==> src/rtl/seq_mon_pkg.sv <==
// Shared definitions for the windowed match monitor: FSM encodings and
// default sizing.
package seq_mon_pkg;

    localparam logic [1:0] S_IDLE  = 2'd0;
    localparam logic [1:0] S_RUN   = 2'd1;
    localparam logic [1:0] S_ALERT = 2'd2;

    localparam int unsigned DEF_CNT_W   = 8;
    localparam int unsigned DEF_WIN_LEN = 1000;
    localparam int unsigned DEF_TMR_W   = 16;

endpackage

==> src/rtl/seq_match_monitor_sat_counter.sv <==
// Saturating up-counter with synchronous clear; exposes the saturated
// next value and a flag for an increment attempted at full scale.
module sat_counter
    import seq_mon_pkg::*;
#(
    parameter int unsigned CNT_W = DEF_CNT_W
) (
    input  logic             clk_i,
    input  logic             rst_ni,
    input  logic             clr_i,
    input  logic             inc_i,
    output logic [CNT_W-1:0] count_o,
    output logic [CNT_W-1:0] sum_o,
    output logic             ovf_o
);

    logic [CNT_W-1:0] count_q;
    logic [CNT_W-1:0] count_d;
    logic             at_max;

    // sum_o ignores clr_i so the caller can capture the closing value
    // in the same cycle the counter is cleared.
    always_comb begin
        at_max  = &count_q;
        sum_o   = (inc_i && !at_max) ? count_q + CNT_W'(1) : count_q;
        ovf_o   = inc_i & at_max;
        count_d = clr_i ? '0 : sum_o;
    end

    always_ff @(posedge clk_i or negedge rst_ni) begin
        if (!rst_ni) begin
            count_q <= '0;
        end else begin
            count_q <= count_d;
        end
    end

    assign count_o = count_q;

endmodule

==> src/rtl/seq_match_monitor.sv <==
// Counts rising edges of the detector output over fixed windows, reports
// the last window's count and raises a sticky alert on threshold.
module seq_match_monitor
    import seq_mon_pkg::*;
#(
    parameter int unsigned CNT_W   = DEF_CNT_W,
    parameter int unsigned WIN_LEN = DEF_WIN_LEN,
    parameter int unsigned TMR_W   = DEF_TMR_W
) (
    input  logic             clk,
    input  logic             rst,
    input  logic             en,
    input  logic             clr,
    input  logic             det_in,
    input  logic [CNT_W-1:0] thresh,
    output logic [CNT_W-1:0] win_count,
    output logic [CNT_W-1:0] last_count,
    output logic             win_done,
    output logic             alert,
    output logic             sat
);

    localparam logic [TMR_W-1:0] TMR_LAST = TMR_W'(WIN_LEN - 1);

    logic [1:0]       state_q, state_d;
    logic [TMR_W-1:0] timer_q, timer_d;
    logic             det_q;
    logic [CNT_W-1:0] last_count_q, last_count_d;
    logic             win_done_q, win_done_d;
    logic             alert_q, alert_d;
    logic             sat_q, sat_d;

    logic             match;
    logic             counting;
    logic             close;
    logic             cnt_inc;
    logic             cnt_clr;
    logic             cnt_ovf;
    logic             over_th;
    logic [CNT_W-1:0] final_cnt;

    always_comb begin
        match    = det_in & ~det_q;
        counting = en & ((state_q == S_RUN) | (state_q == S_ALERT));
        close    = counting & ~clr & (timer_q == TMR_LAST);
        cnt_inc  = match & counting & ~clr;
        cnt_clr  = clr | ~counting | close;
    end

    sat_counter #(
        .CNT_W (CNT_W)
    ) u_win_cnt (
        .clk_i   (clk),
        .rst_ni  (rst),
        .clr_i   (cnt_clr),
        .inc_i   (cnt_inc),
        .count_o (win_count),
        .sum_o   (final_cnt),
        .ovf_o   (cnt_ovf)
    );

    always_comb begin
        over_th = (thresh != '0) && (final_cnt >= thresh);

        state_d = S_IDLE;
        if (clr) begin
            state_d = en ? S_RUN : S_IDLE;
        end else begin
            case (state_q)
                S_IDLE:  state_d = en ? S_RUN : S_IDLE;
                S_RUN: begin
                    if (!en)                   state_d = S_IDLE;
                    else if (close && over_th) state_d = S_ALERT;
                    else                       state_d = S_RUN;
                end
                S_ALERT: state_d = S_ALERT;
                default: state_d = S_IDLE;
            endcase
        end

        timer_d = '0;
        if (counting && !clr && !close) begin
            timer_d = timer_q + TMR_W'(1);
        end

        last_count_d = last_count_q;
        if (clr) begin
            last_count_d = '0;
        end else if (close) begin
            last_count_d = final_cnt;
        end

        win_done_d = close;
        alert_d    = (state_d == S_ALERT);
        sat_d      = clr ? 1'b0 : (sat_q | cnt_ovf);
    end

    always_ff @(posedge clk or negedge rst) begin
        if (!rst) begin
            state_q      <= S_IDLE;
            timer_q      <= '0;
            det_q        <= 1'b0;
            last_count_q <= '0;
            win_done_q   <= 1'b0;
            alert_q      <= 1'b0;
            sat_q        <= 1'b0;
        end else begin
            state_q      <= state_d;
            timer_q      <= timer_d;
            det_q        <= det_in;
            last_count_q <= last_count_d;
            win_done_q   <= win_done_d;
            alert_q      <= alert_d;
            sat_q        <= sat_d;
        end
    end

    assign last_count = last_count_q;
    assign win_done   = win_done_q;
    assign alert      = alert_q;
    assign sat        = sat_q;

endmodule

==> config.mk <==
export PLATFORM = sky130hd
export DESIGN_NAME = seq_match_monitor
export DESIGN_NICKNAME = d
export VERILOG_FILES = /design/src/rtl/seq_mon_pkg.sv /design/src/rtl/seq_match_monitor_sat_counter.sv /design/src/rtl/seq_match_monitor.sv
export SDC_FILE = /design/constraint.sdc
export NUM_CORES = 1
export LEC_CHECK = 0
export CAP_MARGIN = 20
export CORE_MARGIN = 2
export CORE_UTILIZATION = 60
export CTS_CLUSTER_SIZE = 30
export DETAILED_ROUTE_END_ITERATION = 16
export DONT_BUFFER_PORTS = 1
export PLACE_DENSITY = 0.76
export SYNTH_ARGS = -nofsm -noshare
export SYNTH_HDL_FRONTEND = slang
export SYNTH_HIERARCHICAL = 1
export SYNTH_SLANG_ARGS = --single-unit
export TNS_END_PERCENT = 5
==> constraint.sdc <==
create_clock -name clk -period 8.6 [get_ports clk]
set_input_delay 1.29 -clock clk [delete_from_list [all_inputs] [get_ports clk]]
set_output_delay 1.29 -clock clk [all_outputs]
set_load 0.01 [all_outputs]
==> results of run 1 <==
registers in the layout, indices dropped and copies added (netlist names):
name	count
last_count	8
win_done	1
sat	1
u_win_cnt/count_o	8
det_q	1
alert	1
state_q	2
timer_q	16
cell type report:
type	count	area share, %
clock buffers	7	3.60
clock inverters	1	0.208
repair buffers	1	0.313
inverters	12	1.88
flip-flops and latches	38	39.6
multi-input cells	175	51.9
well taps	48	2.50
power by group through the flow:
| stage | registers (mW) | clock network [mW] | logic [mW] |
|---|---|---|---|
| after floorplan | 0.183 | 0 | 0.00977 |
| after detailed placement | 0.184 | 0 | 0.0112 |
| after CTS | 0.180 | 0.130 | 0.0112 |
| after global placement | 0.184 | 0 | 0.0108 |
| after global routing | 0.180 | 0.138 | 0.0129 |
| final | 0.180 | 0.127 | 0.0111 |
per-layer routing:
metal | track usage, % | vias up
met5 | 0 | -
met4 | 8.07 | 0
met3 | 7.53 | 7
met2 | 34.8 | 42
met1 | 34.0 | 820
li1 | - | 820
layout by cell type, fill, tap and decap left out, types with 2 or more instances in the layout:
cell type  Yosys  final
dfrtp_1       38     38
mux2_1         2      2
or3_1          2      2
nand2_1       15     15
nor2b_1       12     12
a211oi_1       2      2
clkbuf_8       0      6
o31ai_1        2      2
and2_1         2      2
nand4_1        7      7
inv_1         12     12
and3_1         4      4
o21ai_0        9      9
nand3_1        9      9
xnor2_1        5      5
nand2b_1       6      6
a21oi_1       12     12
nand3_2        2      2
nor4_1         4      4
nor2_1        20     20
nor3_1         5      5
ha_1          13     13
xor2_1         8      8
mux2_2         3      3
mux2_4         7      7
a31oi_1        3      3
cell families after synthesis:
group                    count (synthesis)
multiplexers                            13
buffers and inverters                   18
AO/OA/AOI/OAI                           36
adder cells (fa/ha/maj)                 13
flip-flops                              38
AND/OR/NAND/NOR                        100
XOR/XNOR                                13
per-stage QoR:
step	worst slack, ps	instances
2_1_floorplan	4820	231
3_3_place_gp	4520	274
3_5_place_dp	4450	274
4_1_cts	4710	282
5_1_grt	4440	282
6_report	4690	282
final timing paths:
check / endpoint / start / slack (ps) / cells past startpoint
worst min-delay path: timer_q[0]$_DFF_PN0_ / timer_q[0]$_DFF_PN0_ / 460 / 1
worst min register to register: timer_q[0]$_DFF_PN0_ / timer_q[0]$_DFF_PN0_ / 460 / 1
min in group asynchronous: timer_q[15]$_DFF_PN0_ / rst / 680 / 0
max in group asynchronous: last_count[7]$_DFFE_PN0P_ / rst / 7830 / 0
worst max register to register: state_q[1]$_DFF_PN0_ / state_q[1]$_DFF_PN0_ / 5150 / 12
worst max-delay path: state_q[1]$_DFF_PN0_ / en / 4690 / 11
==> results.yml, run 1 <==
yosys:
  synth_top_area_cell: "dfrtp_1"
  synth_compound_area_share_pct: 10.4
  ys.flop_type: "dfrtp_1"
  netlist_area_sq_mm: 0.00229
  muxShareOfSynthArea_pct: 7.49
  yosys-top-cells-count: "dfrtp_1 (38), nor2_1 (20), nand2_1 (15)"
  syn_nets: 257
  synth_area_per_cell_sq_um: 9.90
  async_reset_ff_share_pct: 100
  synthDistinctLibCells: 51
  ys_ff_latch: 38
  synth_most_common_cell: "dfrtp_1"
  ys_warn_count: 6
  ys_seq_area_share_pct: 41.6
  synth_top_area_share_pct: 41.6
  synthTopCellsByArea: "dfrtp_1 (42%), ha_1 (7.1%), mux2_4 (4.6%)"
  yosys.area_share.simple_pct: 24.5
  synth_xor_area_share_pct: 4.98
  synth_fa_ha_area_share_pct: 7.11
  synth_edf_count: 0
  synthCells: 231
  synth_top_family_by_area: "simple AND/OR/NAND/NOR gates"
placement:
  routabilityCongestion: 0.819
  place_area_sq_mm: 0.00231
  dp_hpwl_mm: 3.30
  port_buffers: 0
power:
  combinationalPowerShare_pct: 3.5
  p_int_uw: 249
  seqPwrFrac_pct: 56.5
  clockPowerShare_pct: 40.0
  power-per-cell-area_mw_per_mm2: 133
  switching_share_pct: 21.8
  ir_drop_v: 0.0000955
  leakagePower_nw: 1.09
  p_total_uw: 318
  p_switching_uw: 69.4
layout:
  finalNetCount: 259
  drive_gt1_share_pct: 12.8
  fin_util_pct: 65.6
  multi_input_area_sq_mm: 0.00125
  areaGrowthSynthToFinish_pct: 4.98
  regArea_sq_um: 951
  final_cell_area_sq_mm: 0.00240
  fillers: 310
  diodes: 0
floorplan:
  die_area_sq_mm: 0.00432
  core_area_sq_mm: 0.00366
  start_util_pct: 62.5
  die_y_um: 65.7
  die_w_um: 65.7
  core.rowCount: 22
  boundaryPins: 32
routing:
  wl_met3_um: 300
  drc: 0
  drtIter0Drc: 92
  ant_nets: 0
  met1Wirelength_mm: 2.12
  routed.top_layer: "met4"
  wl_per_cell_um: 15.9
  dr_wl_met2_mm: 1.99
  vias: 1689
  finalWirelength_mm: 4.48
  firstDrtPassIters: 4
  viasPerCell: 5.99
clock_tree:
  cts_tree: "built"
  clock_path_buffers: 2
  htreeDepth: 2
  root_buffer: "clkbuf_8"
  cts.sinks: 38
  cts_setup_buffers: 0
  cts_buffers: 5
  post_cts_resized: 0
  clk_transition_reported_paths_ps: 70
  clkLatencyLatePin_ps: 290
  hold_buffers: 0
timing:
  rsz0062_at_grt: "no"
  fin_setup_tns_ps: 0
  max_freq_mhz: 256
  period_minus_slack_ps: 3910
  period_share_pct: 45.5
  clock_skew_ps: 3.12
  slew_headroom_pct: 55.6
  finalHoldViolations: 0
  setup_viol: 0
  drv_slew: 0
  worst_slew_pin_slew_ps: 664
  hold-worst-slack_ps: 458
worst_setup_path:
  crit_path_end_kind: "flop"
  critPathSlowestCell: "nor3b_1"
  worstPathRequired_ps: 8770
  critPathTopFamily: "simple AND/OR/NAND/NOR gates"
  worstPathArrival_ps: 4080
  worst_setup_path_start_kind: "input port"
  max_stage_delay_ps: 590
  path_cells: "nor2b_1, nand2_1, nor3b_1, and4_1, nand3_2, mux2_1, ha_1, a21oi_1, o21ai_0, a31oi_1, o32ai_2"
  crit_fanout: 6
  path_class: "in -> reg"
  cp_num_buf_inv: 0
global_routing:
  gr-total-overflow: 0
  grt_pass1_wl_mm: 7.91
  grt_pass1_vias: 1730
  grt_use_total_pct: 24.0
  grt_max_degree: 39
  grt_antenna_before_repair: 0
run:
  drv_cap: 0
run_status:
  status: "completed"
min_path:
  holdCritPathClass: "reg -> reg"
Power figures use the tool's default switching activity.
==> run 2, diff against run 1 <==
--- a/config.mk
+++ b/config.mk
@@ -5,13 +5,14 @@
 export SDC_FILE = /design/constraint.sdc
 export NUM_CORES = 1
 export LEC_CHECK = 0
+export ABC_AREA = 1
 export CAP_MARGIN = 20
 export CORE_MARGIN = 2
-export CORE_UTILIZATION = 60
+export CORE_UTILIZATION = 57
 export CTS_CLUSTER_SIZE = 30
 export DETAILED_ROUTE_END_ITERATION = 16
 export DONT_BUFFER_PORTS = 1
-export PLACE_DENSITY = 0.76
+export PLACE_DENSITY = 0.75
 export SYNTH_ARGS = -nofsm -noshare
 export SYNTH_HDL_FRONTEND = slang
 export SYNTH_HIERARCHICAL = 1
==> constraint.sdc (replaced) <==
create_clock -name clk -period 3.2 [get_ports clk]
set_input_delay 0.48 -clock clk [delete_from_list [all_inputs] [get_ports clk]]
set_output_delay 0.48 -clock clk [all_outputs]
set_load 0.01 [all_outputs]
==> run 2 against run 1 <==
  * Via count rose by 5.5%
  * Highest routed layer unchanged
  * Hold slack got worse by 440 ps
  * Power rose to 2.7 times the previous value
  * Count of clock-buffer cells in the layout did not move
  * Critical path depth rose by 11
  * Critical endpoint is now alert$_DFF_PN0_
  * Sequential share of layout area fell by 0.71 points
  * Non-clock buffer count rose by 1
  * Combinational power rose to 3.9 times the previous value
  * Largest power group unchanged
  * Global-route usage fell by 0.66 points
  * Critical path type is now reg -> reg
  * Register-to-register slack got worse by 4800 ps
  * Cell area rose by 1.8%
  * Core utilization fell by 0.28 points
==> results.yml, run 2 <==
timing:
  fin_setup_tns_ps: 0
  drv_slew: 0
  rsz0062_at_grt: "no"
  period_share_pct: 88.8
  finalHoldViolations: 0
  worst_slew_pin_slew_ps: 721
  setup_viol: 0
  max_freq_mhz: 352
  clock_skew_ps: 6.64
  hold-worst-slack_ps: 22.6
  period_minus_slack_ps: 2840
  slew_headroom_pct: 51.8
routing:
  wl_per_cell_um: 13.3
  ant_nets: 0
  vias: 1782
  viasPerCell: 5.23
  firstDrtPassIters: 4
  finalWirelength_mm: 4.53
  drc: 0
  drtIter0Drc: 128
yosys:
  ys_seq_area_share_pct: 41.9
  ys_ff_latch: 38
  netlist_area_sq_mm: 0.00227
  syn_nets: 311
  yosys-top-cells-count: "nand2_1 (66), inv_1 (41), dfrtp_1 (38)"
  synth_area_per_cell_sq_um: 7.96
  synthTopCellsByArea: "dfrtp_1 (42%), nand2_1 (11%), ha_1 (7.2%)"
  synth_top_area_share_pct: 41.9
  synth_edf_count: 0
  ys_warn_count: 6
  synth_top_area_cell: "dfrtp_1"
  async_reset_ff_share_pct: 100
  synthDistinctLibCells: 34
  synth_most_common_cell: "nand2_1"
  ys.flop_type: "dfrtp_1"
  synthCells: 285
layout:
  drive_gt1_share_pct: 15.7
  diodes: 0
  final_cell_area_sq_mm: 0.00244
  final_cell_mix: "nand2_1 (66), inv_1 (41), dfrtp_1 (38)"
  regMostFlops: "timer_q"
  largest_reg_flops: 16
  areaGrowthSynthToFinish_pct: 7.72
  finalNetCount: 318
  layout_commonest_cell: "nand2_1"
placement:
  port_buffers: 0
  routabilityCongestion: 0.882
  place_area_sq_mm: 0.00233
  dp_hpwl_mm: 3.48
worst_setup_path:
  worstPathArrival_ps: 3070
  max_stage_delay_ps: 400
  path_cells: "inv_1, ha_1, nand2_1, nor2_2, nand2_1, nor2_4, nand2_4, o21ai_1, inv_1, ha_1, inv_1, o21bai_1, nand2_1, nand2_1, nand2_1, nand2_1, nand2_1, nand2_1, nand2_1, nand2_1, nand2_1, a21oi_2"
  crit_path_end_kind: "flop"
  path_class: "reg -> reg"
  cp_num_cells: 22
  worst_setup_path_start_kind: "flop"
  cp_num_buf_inv: 3
  critPathSlowestCell: "dfrtp_1"
  reg2regPathDepth: 22
  crit_fanout: 7
  worstPathRequired_ps: 3430
  critPathTopFamily: "simple AND/OR/NAND/NOR gates"
  critPathMostFrequentCell: "nand2_1"
power:
  ir_drop_v: 0.000372
  leakagePower_nw: 1.24
  power-per-cell-area_mw_per_mm2: 356
run:
  drv_cap: 0
floorplan:
  boundaryPins: 32
  die_w_um: 67.1
  die_y_um: 67.1
  die_area_sq_mm: 0.00450
  core.rowCount: 22
  core_area_sq_mm: 0.00374
  start_util_pct: 60.6
clock_tree:
  cts.sinks: 38
  htreeDepth: 2
  cts_tree: "built"
  clock_path_buffers: 2
  cts_setup_buffers: 0
  clk_transition_reported_paths_ps: 80
  clkLatencyLatePin_ps: 290
  cts_buffers: 5
  root_buffer: "clkbuf_8"
run_status:
  status: "completed"
global_routing:
  grt_pass1_vias: 1703
  grt_antenna_before_repair: 0
  grt_max_degree: 39
  grt_use_total_pct: 23.4
  gr-total-overflow: 0
  grt_pass1_wl_mm: 7.77
min_path:
  holdCritPathClass: "in -> async"
run 2: cell count changes after synthesis, moves of 5 or more:
| cell | change |
|---|---|
| a21oi_2 | +5 |
| nand2b_1 | -6 |
| mux2_4 | -7 |
| o21ai_0 | -6 |
| a21oi_1 | -9 |
| nor2_1 | +16 |
| inv_1 | +29 |
| nor2b_1 | -12 |
| nand2_2 | +8 |
| inv_2 | +6 |
| a22o_1 | +6 |
| nor2_2 | +7 |
| nand2_1 | +51 |
run 2: worst register-to-register path, delay by kind of cell (launching register included):
family	cells	cell delay, ps
AO/OA/AOI/OAI	3	450
flip-flops	1	400
buffers and inverters	3	190
AND/OR/NAND/NOR	14	1180
adder cells (fa/ha/maj)	2	560
run 2: final cells by class:
class | count | area [sq um]
clock inverters | 1 | 5.00
repair buffers | 2 | 27.5
flip-flops and latches | 38 | 951
fillers | 333 | 1300
inverters | 48 | 180
multi-input cells | 197 | 1130
clock buffers | 7 | 86.3
well taps | 48 | 60.1
run 2: logic make-up after synthesis:
| kind of cell | Yosys count | synth area share [%] |
|---|---|---|
| simple gates | 154 | 32.5 |
| buf+inv | 50 | 8.43 |
| flops | 38 | 41.9 |
| compound gates | 25 | 8.05 |
| fa+ha+maj | 13 | 7.17 |
| xor+xnor | 5 | 1.93 |
run 2: final timing paths:
kind | from | end | slack, ps
setup / recovery | state_q[0]$_DFF_PN0_ | alert$_DFF_PN0_ | 360
hold / removal | rst | det_q$_DFF_PN0_ | 20
setup reg to reg | state_q[0]$_DFF_PN0_ | alert$_DFF_PN0_ | 360
hold reg to reg | timer_q[0]$_DFF_PN0_ | timer_q[0]$_DFF_PN0_ | 460
max in group asynchronous | rst | last_count[5]$_DFFE_PN0P_ | 2990
min in group clk | det_in | det_q$_DFF_PN0_ | 210
run 2: routing by layer:
metal  track usage [%]  wire length, um  vias up
met5                 0                0        -
met4              9.69              121        0
met3              6.25              198       11
met2              39.2             2180       35
met1              28.3             2030      827
li1                  -                -      909
run 2: per-stage QoR:
stage	worst slack, ps	power (mW)	utilization (%)	std cells
after floorplan	565	0.518	-	285
after global placement	241	0.523	62.1	332
after detailed placement	157	0.524	62.1	332
after CTS	122	0.876	65.1	341
after global routing	33.2	0.907	65.3	341
final	358	0.870	65.3	341
run 2: what timing repair did:
action                                  CTS  global route
endpoints found under the setup margin    0             3
hold endpoints to repair                 38             0
hold buffers                              1             0
gates resized for setup                   0             3
run 2: report_power, final:
group | leakage, nW | internal (mW) | switching [mW]
logic | 0.663 | 0.0126 | 0.0302
clock network | 0.0482 | 0.174 | 0.169
registers | 0.526 | 0.482 | 0.00209
total | 1.24 | 0.669 | 0.201
